### src/rtl/clk_div_monitor.sv
// -----------------------------------------------------------------------------
// clk_div_monitor
//
// Self-check for a divide-by-N clock generator. The divided clock is sampled
// as data in the source clock domain. The block measures its period and high
// time in clk cycles, declares lock after LOCK_CNT consecutive good periods,
// and flags bad periods, bad high times and missing edges.
//
// Build option:
//   CLK_DIV_MON_SYNC_EN - when defined, clk_div goes through a 2-flop
//                         synchronizer before sampling. This is for dividers
//                         that are not generated from clk. All status outputs
//                         then lag by 2 cycles. Measured values do not change.
//
// Ports:
//   clk        in   source clock; all logic is in this domain
//   rst        in   asynchronous reset, active low
//   clk_div    in   divided clock under test, sampled as data
//   clear      in   sync pulse: err_cnt=0, lock dropped, FSM back to IDLE
//   period     out  last measured period (clk cycles)
//   high_time  out  last measured high time (clk cycles)
//   meas_vld   out  1-cycle pulse when period/high_time update
//   locked     out  ratio confirmed over LOCK_CNT consecutive periods
//   err        out  1-cycle pulse: bad measurement or timeout
//   timeout    out  sticky: no rise within 2*EXP_RATIO cycles
//   err_cnt    out  saturating count of err pulses
// -----------------------------------------------------------------------------
module clk_div_monitor #(
  parameter int EXP_RATIO = 4,
  parameter int CNT_W     = 8,
  parameter int LOCK_CNT  = 4,
  parameter int ERR_W     = 8
) (
  input  logic             clk,
  input  logic             rst,
  input  logic             clk_div,
  input  logic             clear,
  output logic [CNT_W-1:0] period,
  output logic [CNT_W-1:0] high_time,
  output logic             meas_vld,
  output logic             locked,
  output logic             err,
  output logic             timeout,
  output logic [ERR_W-1:0] err_cnt
);

  typedef enum logic [1:0] {S_IDLE, S_MEASURE, S_LOCKED} state_t;

  localparam int GW = $clog2(LOCK_CNT + 1);
  localparam logic [CNT_W-1:0] EXP_C   = CNT_W'(EXP_RATIO);
  localparam logic [CNT_W-1:0] TMO_C   = CNT_W'(2 * EXP_RATIO);
  localparam logic [CNT_W-1:0] HI_LO_C = CNT_W'(EXP_RATIO / 2);
  localparam logic [CNT_W-1:0] HI_HI_C = CNT_W'((EXP_RATIO + 1) / 2);
  localparam logic [GW-1:0]    LOCK_C  = GW'(LOCK_CNT);
  localparam logic [GW-1:0]    LOCK_M1 = GW'(LOCK_CNT - 1);

  state_t           state;
  logic             s, s_q;
  logic [CNT_W-1:0] per_cnt, hi_cnt, hi_fall;
  logic [GW-1:0]    good_cnt;

  // ---------------------------------------------------------------------------
  // Sampling of the divided clock
  // ---------------------------------------------------------------------------
`ifdef CLK_DIV_MON_SYNC_EN
  logic [1:0] sync_ff;

  always_ff @(posedge clk or negedge rst) begin
    if (!rst) begin
      sync_ff <= '0;
      s       <= 1'b0;
      s_q     <= 1'b0;
    end else begin
      sync_ff <= {sync_ff[0], clk_div};
      s       <= sync_ff[1];
      s_q     <= s;
    end
  end
`else
  always_ff @(posedge clk or negedge rst) begin
    if (!rst) begin
      s   <= 1'b0;
      s_q <= 1'b0;
    end else begin
      s   <= clk_div;
      s_q <= s;
    end
  end
`endif

  logic rise, fall;
  assign rise = s & ~s_q;
  assign fall = ~s & s_q;

  // Saturating increments. Counters stop at all-ones so that a stuck input
  // cannot wrap back into a value that looks good.
  logic [CNT_W-1:0] per_inc, hi_inc;
  logic [ERR_W-1:0] err_inc;
  assign per_inc = (per_cnt == '1) ? per_cnt : per_cnt + 1'b1;
  assign hi_inc  = (hi_cnt  == '1) ? hi_cnt  : hi_cnt  + 1'b1;
  assign err_inc = (err_cnt == '1) ? err_cnt : err_cnt + 1'b1;

  // per_cnt already holds the period when a rise is seen, because it is
  // restarted at 1 on the previous rise. The high time comes from the
  // capture taken at the fall inside this period.
  logic meas_good;
  assign meas_good = (per_cnt == EXP_C) && ((hi_fall == HI_LO_C) || (hi_fall == HI_HI_C));

  // ---------------------------------------------------------------------------
  // Measurement FSM with registered status outputs
  // ---------------------------------------------------------------------------
  always_ff @(posedge clk or negedge rst) begin
    if (!rst) begin
      state     <= S_IDLE;
      per_cnt   <= '0;
      hi_cnt    <= '0;
      hi_fall   <= '0;
      good_cnt  <= '0;
      period    <= '0;
      high_time <= '0;
      meas_vld  <= 1'b0;
      locked    <= 1'b0;
      err       <= 1'b0;
      timeout   <= 1'b0;
      err_cnt   <= '0;
    end else begin
      meas_vld <= 1'b0;
      err      <= 1'b0;
      if (fall) hi_fall <= hi_cnt;

      if (clear) begin
        // Overrides any same-cycle rise or timeout. Last measurement is kept.
        state    <= S_IDLE;
        per_cnt  <= '0;
        hi_cnt   <= '0;
        good_cnt <= '0;
        locked   <= 1'b0;
        timeout  <= 1'b0;
        err_cnt  <= '0;
      end else begin
        case (state)
          S_IDLE: begin
            per_cnt <= '0;
            hi_cnt  <= '0;
            // First rise only sets the reference point. No measurement exists yet.
            if (rise) begin
              state    <= S_MEASURE;
              per_cnt  <= CNT_W'(1);
              hi_cnt   <= CNT_W'(1);
              good_cnt <= '0;
              timeout  <= 1'b0;
            end
          end
          default: begin
            per_cnt <= per_inc;
            if (s) hi_cnt <= hi_inc;
            if (rise) begin
              per_cnt   <= CNT_W'(1);
              hi_cnt    <= CNT_W'(1);
              period    <= per_cnt;
              high_time <= hi_fall;
              meas_vld  <= 1'b1;
              if (meas_good) begin
                if (state != S_LOCKED) begin
                  if (good_cnt == LOCK_M1) begin
                    state    <= S_LOCKED;
                    locked   <= 1'b1;
                    good_cnt <= LOCK_C;
                  end else begin
                    good_cnt <= good_cnt + 1'b1;
                  end
                end
              end else begin
                state    <= S_MEASURE;
                locked   <= 1'b0;
                good_cnt <= '0;
                err      <= 1'b1;
                err_cnt  <= err_inc;
              end
            end else if (per_cnt == TMO_C) begin
              // Leaving to IDLE stops the counter, so this fires once per event.
              state    <= S_IDLE;
              per_cnt  <= '0;
              hi_cnt   <= '0;
              good_cnt <= '0;
              locked   <= 1'b0;
              timeout  <= 1'b1;
              err      <= 1'b1;
              err_cnt  <= err_inc;
            end
          end
        endcase
      end
    end
  end

endmodule
### config.mk
export PLATFORM = sky130hd
export DESIGN_NAME = clk_div_monitor
export DESIGN_NICKNAME = d
export VERILOG_FILES = /design/src/rtl/clk_div_monitor.sv
export SDC_FILE = /design/constraint.sdc
export NUM_CORES = 1
export LEC_CHECK = 0
export CORE_MARGIN = 2
export CORE_UTILIZATION = 60
export CTS_CLUSTER_SIZE = 16
export DETAILED_ROUTE_END_ITERATION = 10
export MAX_ROUTING_LAYER = met4
export PLACE_DENSITY = 0.88
export SYNTH_ARGS = -nofsm -noshare
export SYNTH_HDL_FRONTEND = slang
export SYNTH_SLANG_ARGS = --single-unit
### constraint.sdc
create_clock -name clk -period 5.1 [get_ports clk]
set_input_delay 1.275 -clock clk [delete_from_list [all_inputs] [get_ports clk]]
set_output_delay 1.275 -clock clk [all_outputs]
set_load 0.01 [all_outputs]
# Word-level counts from Yosys, hierarchy flattened
# Index checks and enable logic that the tools add are counted.
# Widths: inputs -> output; s select.
# op_classes
n_addsub,4
n_eq_ne,18
reduce_logical,11
n_mux,54
n_bitwise,6
# ops
op,n
$mux 8,17
$add 8x1->8 const B,3
$eq 8x8->1 const B,3
$mux 3,8
$mux 1,21
$ne 5x3->1 const B,4
$mux 2,8
$reduce_and 3->1,4
$eq 8x2->1 const B,1
$eq 8x3->1 const B,1
$eq 8x4->1 const B,1
$ne 4x3->1 const B,2
$reduce_and 4->1,2
$ne 3x3->1 const B,2
$reduce_bool 5->1,1
$ne 2x2->1 const B,2
$not 1->1,4
$add 3x1->3 const B,1
$eq 3x2->1 const B,1
$ne 3x2->1 const B,1
$reduce_bool 3->1,1
$and 1x1->1,2
$logic_not 2->1,1
$reduce_and 2->1,1
$logic_and 1x1->1,1
# word_totals
inputBits,4
elab_cells,107
ff_bits,59
output_inout_bits,28

# Depth between registers and ports, before layout
# Gate-level depths: netlist of the first run.
# depth
depth_word,7
depth_mapped,8

# Least setup slack after synthesis of the first run
# OpenSTA, ideal clock, no wires.
# synth_path
path_kind,input to register
start,input port clear
end,register period[4]
stages,5
t_arrival_ps,2530
slack_ps,2443
cell_sequence,buf_2 o21bai_2 nor2_2 buf_2 mux2_1
# synth_between
elab_chain_cells,2
# synth_lines
element,line,rtl
start: declaration,37,"input logic clear,"
$not 1->1 (no line),--,
$reduce_and 3->1 (no line),--,
end signal: assignment,160,period <= per_cnt;
end: declaration,38,"output logic [CNT_W-1:0] period,"
# No other way between the ends.
# A chain may end at the register's enable or synchronous reset.

# Final worst setup path of the first run
# layout_path
start,input port clear
end,register good_cnt[1]
# layout_between
elab_chain_cells,2
# layout_lines
element,line,rtl
$ne 5x3->1 (no line) (tied with other cells),--,
$reduce_and 3->1 (no line),--,
end signal: assignment,170,good_cnt <= good_cnt + 1'b1;
end: declaration,60,logic [GW-1:0] good_cnt;
# Parallel ways exist; a longest one is shown, timed or not.

==> results by group, run 1 <==
Outcome
  – Status: complete, no violations

Route
  – Vias post-DR: 2170
  – TritonRoute pass-1 iters: 4
  – Post-route ant nets: 0
  – Drt drc: 0
  – Routed wire per std cell: 16.7 um
  – Drt first-iter violations: 187
  – DRT Wirelength: 5730 um
  – DR vias/cell: 6.33

CTS
  – PostCTS Resize Cnt: 0
  – H-tree lvl count: 3
  – Clk buf depth: 2
  – Reg clk slew, reported paths: 60 ps
  – CTS buffer count: 9
  – Clock Latency Late Sink: 330 ps
  – # Post-CTS Setup Buffers: 0
  – # clock sinks: 59
  – # hold bufs at CTS: 0
  – CTS tree: yes
  – CTS root buffer: clkbuf_8

Floorplan
  – Die footprint: 0.00534 mm2
  – Core ar.: 0.00466 mm2
  – Num rows: 25
  – Die X-Extent: 73.1 um
  – Chip Height: 73.1 um
  – Starting Density: 61.4%
  – Io pins: 32

Final layout
  – # nets final: 295
  – Area growth, synth to finish: 18.4%
  – Sequential cell area: 0.00148 mm2
  – Fin area: 0.00339 mm2
  – Diode count: 0
  – Commonest non-fill, non-tap cells in the layout: dfrtp_1, clkdlybuf4s50_1, nor2_1
  – Most common cell after layout, fill and taps aside: dfrtp_1
  – Layout Utilization: 72.8%
  – Layout cells sized above 1: 17.0%
  – # fillers: 329
  – Post-Layout Cell Count: 343
  – Multi-input logic area: 0.00133 mm2

Place
  – Inst Count DP: 328
  – Cell Area, Placed: 0.00321 mm2
  – Post-DP HPWL: 3800 um
  – Number of port buffers: 31
  – Final Wtd Congestion: 0.862

STA
  – Clock period minus final worst setup slack: 3100 ps
  – Tightest Pin Transition: 835 ps
  – Finish-stage setup viols: 0
  – Clock Skews: 5.72 ps
  – Post-route setup TNS: 0 ps
  – Tcrit/Tclk final: 60.8%
  – Slew Limit Fails: 0
  – Peak Freq: 0.323 GHz
  – Hold WS: 481 ps
  – Hold Fails Final Rpt: 0
  – Max_slew headroom: 44.3%
  – RSZ-0062 raised after global routing: no

Setup path
  – Flop2flop setup slack: 2670 ps
  – CP Data Required Time: 5370 ps
  – CP Class: in -> reg
  – Endpoint type of the worst setup path: register
  – CP max FO: 18
  – Worst endpoint data arrival time: 3370 ps
  – Slowest CP cell: nor2_2
  – Crit path cell chain: clkdlybuf4s50_1 > buf_4 > o21bai_2 > nor2_2 > nand2_1 > nor3b_1 > mux2_1
  – Critical path startpoint category: input pin
  – Critical path's largest stage delay: 660 ps

Yosys
  – Distinct cell type count after synthesis: 52
  – Sequential share of the synthesized area: 51.6%
  – Mapped Nets: 260
  – Post-synth EDFFs: 0
  – Top FF cell, synth: dfrtp_1
  – Synthesis Warnings: 0
  – Synthesized instance count: 250
  – Asr flop ratio synth: 100%
  – Mapped cell area: 0.00286 mm2
  – Syn Area/Cell: 11.5 um2
  – FF+latch count, synth: 59

GRT
  – GRT Util Overall: 25.1%
  – Grt total ovfl: 0
  – Initial antenna violation count: 0
  – Vias in the first global route: 2115
  – First-pass GRT wire length: 9790 um
  – Largest net degree at the start of global routing: 60

Min path
  – Worst Hold Class: reg -> reg

Run
  – Max Cap Viol: 0

Power
  – VDD IR max: 135 uV
  – Leakage: 1.49 nW
  – Pwr dens: 271 mW/mm2
registers in the layout, summed over array words and instances (netlist names):
| signal | cells |
|---|---|
| good_cnt | 3 |
| high_time | 8 |
| hi_fall | 8 |
| hi_cnt | 8 |
| state | 2 |
| meas_vld | 1 |
| locked | 1 |
| err | 1 |
| timeout | 1 |
| s | 1 |
| err_cnt | 8 |
| s_q | 1 |
| per_cnt | 8 |
| period | 8 |
worst max-delay path, delay by kind of cell:
family | cells | cell delay, ps
compound gates | 1 | 260
simple gates | 3 | 1100
mux | 1 | 140
buf+inv | 2 | 590
power breakdown:
group          internal [W]  switching, W
registers          0.000475    0.00000676
clock network      0.000212      0.000173
logic             0.0000214     0.0000316
final cells by class:
type | instances | share of cell area (%)
clock buffers | 13 | 4.98
clock inverters | 2 | 0.295
inverters | 5 | 0.554
multi-input cells | 177 | 39.2
flip-flops and latches | 59 | 43.5
well taps | 54 | 1.99
repair buffers | 33 | 9.45
worst paths after layout:
| path | startpoint | endpoint | depth (start not counted) |
|---|---|---|---|
| setup / recovery | clear | good_cnt[1] | 7 |
| hold / removal | period[5] | period[5] | 1 |
| setup reg to reg | per_cnt[0] | hi_cnt[0] | 7 |
| hold reg to reg | period[5] | period[5] | 1 |
| max in group asynchronous | rst | hi_cnt[3] | 2 |
| min in group asynchronous | rst | high_time[4] | 2 |
per-stage QoR:
| step | power [W] | setup slack (ps) |
|---|---|---|
| final | 0.000920 | 2000 |
| after global routing | 0.000956 | 1710 |
| after CTS | 0.000930 | 1960 |
| after detailed placement | 0.000544 | 1600 |
| after global placement | 0.000542 | 1630 |
| after floorplan | 0.000518 | 2440 |
synthesized netlist by cell type (3+ instances only):
library cell,count,area (um2)
a211oi_2,3,37.5
a21oi_1,11,55.1
a31oi_1,6,37.5
a41oi_1,3,26.3
and4_1,5,43.8
buf_2,5,25.0
clkbuf_1,4,15.0
dfrtp_1,59,1480
ha_1,6,75.1
inv_1,5,18.8
mux2_1,12,135
mux2_2,15,169
nand2_1,12,45.0
nand2b_1,4,25.0
nand3_1,9,45.0
nor2_1,18,67.6
nor3_1,10,50.1
nor3b_1,4,30.0
o21a_1,3,22.5
o21ai_1,5,25.0
or3_1,4,25.0
xnor2_1,6,52.6
routing by layer:
layer,GRT usage [%],wire length [um],up-vias
met5,-,0,-
met3,8.15,321,13
met4,9.88,83,0
met2,39.1,2820,76
li1,-,-,1000
met1,30.3,2510,1081
kinds of logic after synthesis:
kind of cell	synth area share, %
AO/OA/AOI/OAI	12.7
XOR/XNOR	1.83
adder cells (fa/ha/maj)	2.62
buffers and inverters	2.05
flip-flops	51.6
multiplexers	11.0
AND/OR/NAND/NOR	18.3
Power figures use the tool's default switching activity.
==> run 2: changes to the inputs <==
Settings changed: CORE_UTILIZATION 60 to 56, PLACE_DENSITY 0.88 to 0.83.
Clock period 5.1 ns to 2.98 ns, I/O delays scaled along.
==> run 2 against run 1 <==
Against the previous run: highest routed layer unchanged; final cell count grew 5.5%; die area up 6.7%; clock skew up 2.3 ps; utilization down 2.9 points; critical path depth decreased by 1; first-iteration DRC count down 14%; global-route usage fell by 1.7 points; combinational power grew 76%; total power grew 93%; sequential share of layout area decreased by 1.4 points.
==> results by group, run 2 (synthesis gave the netlist of run 1 again) <==
Outcome
  – Status: complete, no violations

Floorplan
  – Die X-Extent: 75.5 um (+3.3%)
  – Io pins: 32 (unchanged)
  – Chip Height: 75.5 um (+3.3%)
  – Num rows: 26 (+4.0%)
  – Die footprint: 0.00570 mm2 (+6.7%)
  – Starting Density: 57.2% (-4.3 points)
  – Core ar.: 0.00501 mm2 (+7.5%)

Final layout
  – # nets final: 297 (+0.68%)
  – Commonest non-fill, non-tap cells in the layout: dfrtp_1, clkdlybuf4s50_1, nor2_1
  – Diode count: 0 (unchanged)
  – Most common cell after layout, fill and taps aside: dfrtp_1
  – Layout cells sized above 1: 18.2% (+1.2 points)
  – # fillers: 399 (+21%)
  – Area growth, synth to finish: 22.2%

Route
  – Drt drc: 0 (unchanged)
  – DRT Wirelength: 5610 um (-2.1%)
  – Routed wire per std cell: 15.5 um (-7.2%)
  – Drt first-iter violations: 161 (-14%)
  – TritonRoute pass-1 iters: 4 (unchanged)
  – Post-route ant nets: 0 (unchanged)
  – Vias post-DR: 2090 (-3.7%)
  – DR vias/cell: 5.77 (-8.7%)

CTS
  – CTS tree: yes
  – H-tree lvl count: 3 (unchanged)
  – Clk buf depth: 2 (unchanged)
  – PostCTS Resize Cnt: 0 (unchanged)
  – # Post-CTS Setup Buffers: 0 (unchanged)
  – Clock Latency Late Sink: 330 ps (about the same)
  – CTS root buffer: clkbuf_8
  – # hold bufs at CTS: 0 (unchanged)
  – CTS buffer count: 9 (unchanged)
  – # clock sinks: 59 (unchanged)
  – Reg clk slew, reported paths: 70 ps (about the same)

STA
  – Finish-stage setup viols: 0 (unchanged)
  – RSZ-0062 raised after global routing: no
  – Fin worst setup slack: 779 ps (-1220 ps)
  – Tightest Pin Transition: 736 ps (-98.3 ps)
  – Slew Limit Fails: 0 (unchanged)
  – Clock Skews: 8.06 ps (+2.34 ps)
  – Clock period minus final worst setup slack: 2200 ps
  – Peak Freq: 0.454 GHz
  – Hold Fails Final Rpt: 0 (unchanged)
  – Post-route setup TNS: 0 ps (unchanged)
  – Tcrit/Tclk final: 73.8%
  – Max_slew headroom: 50.8% (+6.5 points)

Place
  – Number of port buffers: 31 (unchanged)
  – Final Wtd Congestion: 0.826 (-4.2%)
  – Post-DP HPWL: 3970 um (+4.5%)
  – Pre-CTS setup slack: 429 ps (-1170 ps)

Power
  – Pwr dens: 509 mW/mm2 (+87%)
  – Leakage: 1.53 nW (+2.6%)
  – VDD IR max: 380 uV (+180%)

Setup path
  – Worst endpoint data arrival time: 2450 ps (-920 ps)
  – Critical path startpoint category: input pin
  – CP Class: in -> reg
  – CP max FO: 6 (-12)
  – Endpoint type of the worst setup path: register
  – CP Data Required Time: 3230 ps (-2140 ps)

GRT
  – First-pass GRT wire length: 9610 um (-1.8%)
  – Initial antenna violation count: 0 (unchanged)
  – GRT Util Overall: 23.4% (-1.7 points)
  – Largest net degree at the start of global routing: 33 (-45%)
  – Grt total ovfl: 0 (unchanged)
  – Vias in the first global route: 2039 (-3.6%)

Run
  – Max Cap Viol: 0 (unchanged)

Min path
  – Worst Hold Class: in -> async
==> run 2: layout make-up <==
| cell class | instances | area, um2 | area share (%) |
|---|---|---|---|
| Clock inverter | 7 | 116 | 3.32 |
| Inverter | 5 | 18.8 | 0.536 |
| Sequential cell | 59 | 1480 | 42.2 |
| Multi-Input combinational cell | 177 | 1330 | 38.0 |
| Clock buffer | 9 | 124 | 3.54 |
| Tap cell | 70 | 87.6 | 2.50 |
| Timing Repair Buffer | 35 | 348 | 9.94 |
==> run 2: final timing paths <==
check,from,endpoint,slack [ps],cells after the start
setup / recovery,clear,hi_cnt[7],780,6
hold / removal,rst,high_time[4],420,1
setup reg to reg,per_cnt[0],good_cnt[0],830,7
hold reg to reg,high_time[3],high_time[3],490,1
max in group asynchronous,rst,per_cnt[0],1970,2
min in group clk,high_time[3],high_time[3],490,1
==> run 2: per-stage QoR <==
stage	instances	hold slack [ps]	util, %	cell area [um2]	total power, W
6_report	362	422	69.9	3500	0.00178
3_3_place_gp	346	466	65.1	3260	0.000931
5_1_grt	362	480	69.9	3500	0.00185
2_1_floorplan	250	439	-	2860	0.000887
4_1_cts	362	437	69.9	3500	0.00180
3_5_place_dp	346	475	65.1	3260	0.000934
==> run 2: report_power, final <==
group          switching [W]  internal (W)
logic              0.0000541     0.0000391
registers          0.0000113      0.000814
clock network       0.000309      0.000553
==> run 2: layer usage <==
metal	GRT usage, %	share of wire, %	routed length [um]
met1	30.8	46	2580
met2	35.7	49	2760
met3	4.37	3.8	212
met4	9.94	1.2	65
met5	-	0	0
==> run 2: worst max-delay path, stage by stage <==
cell	delay, ps
clkdlybuf4s50_1	420
o21bai_2	270
a211oi_2	480
nor2_1	150
and4_1	240
nor3_2	150
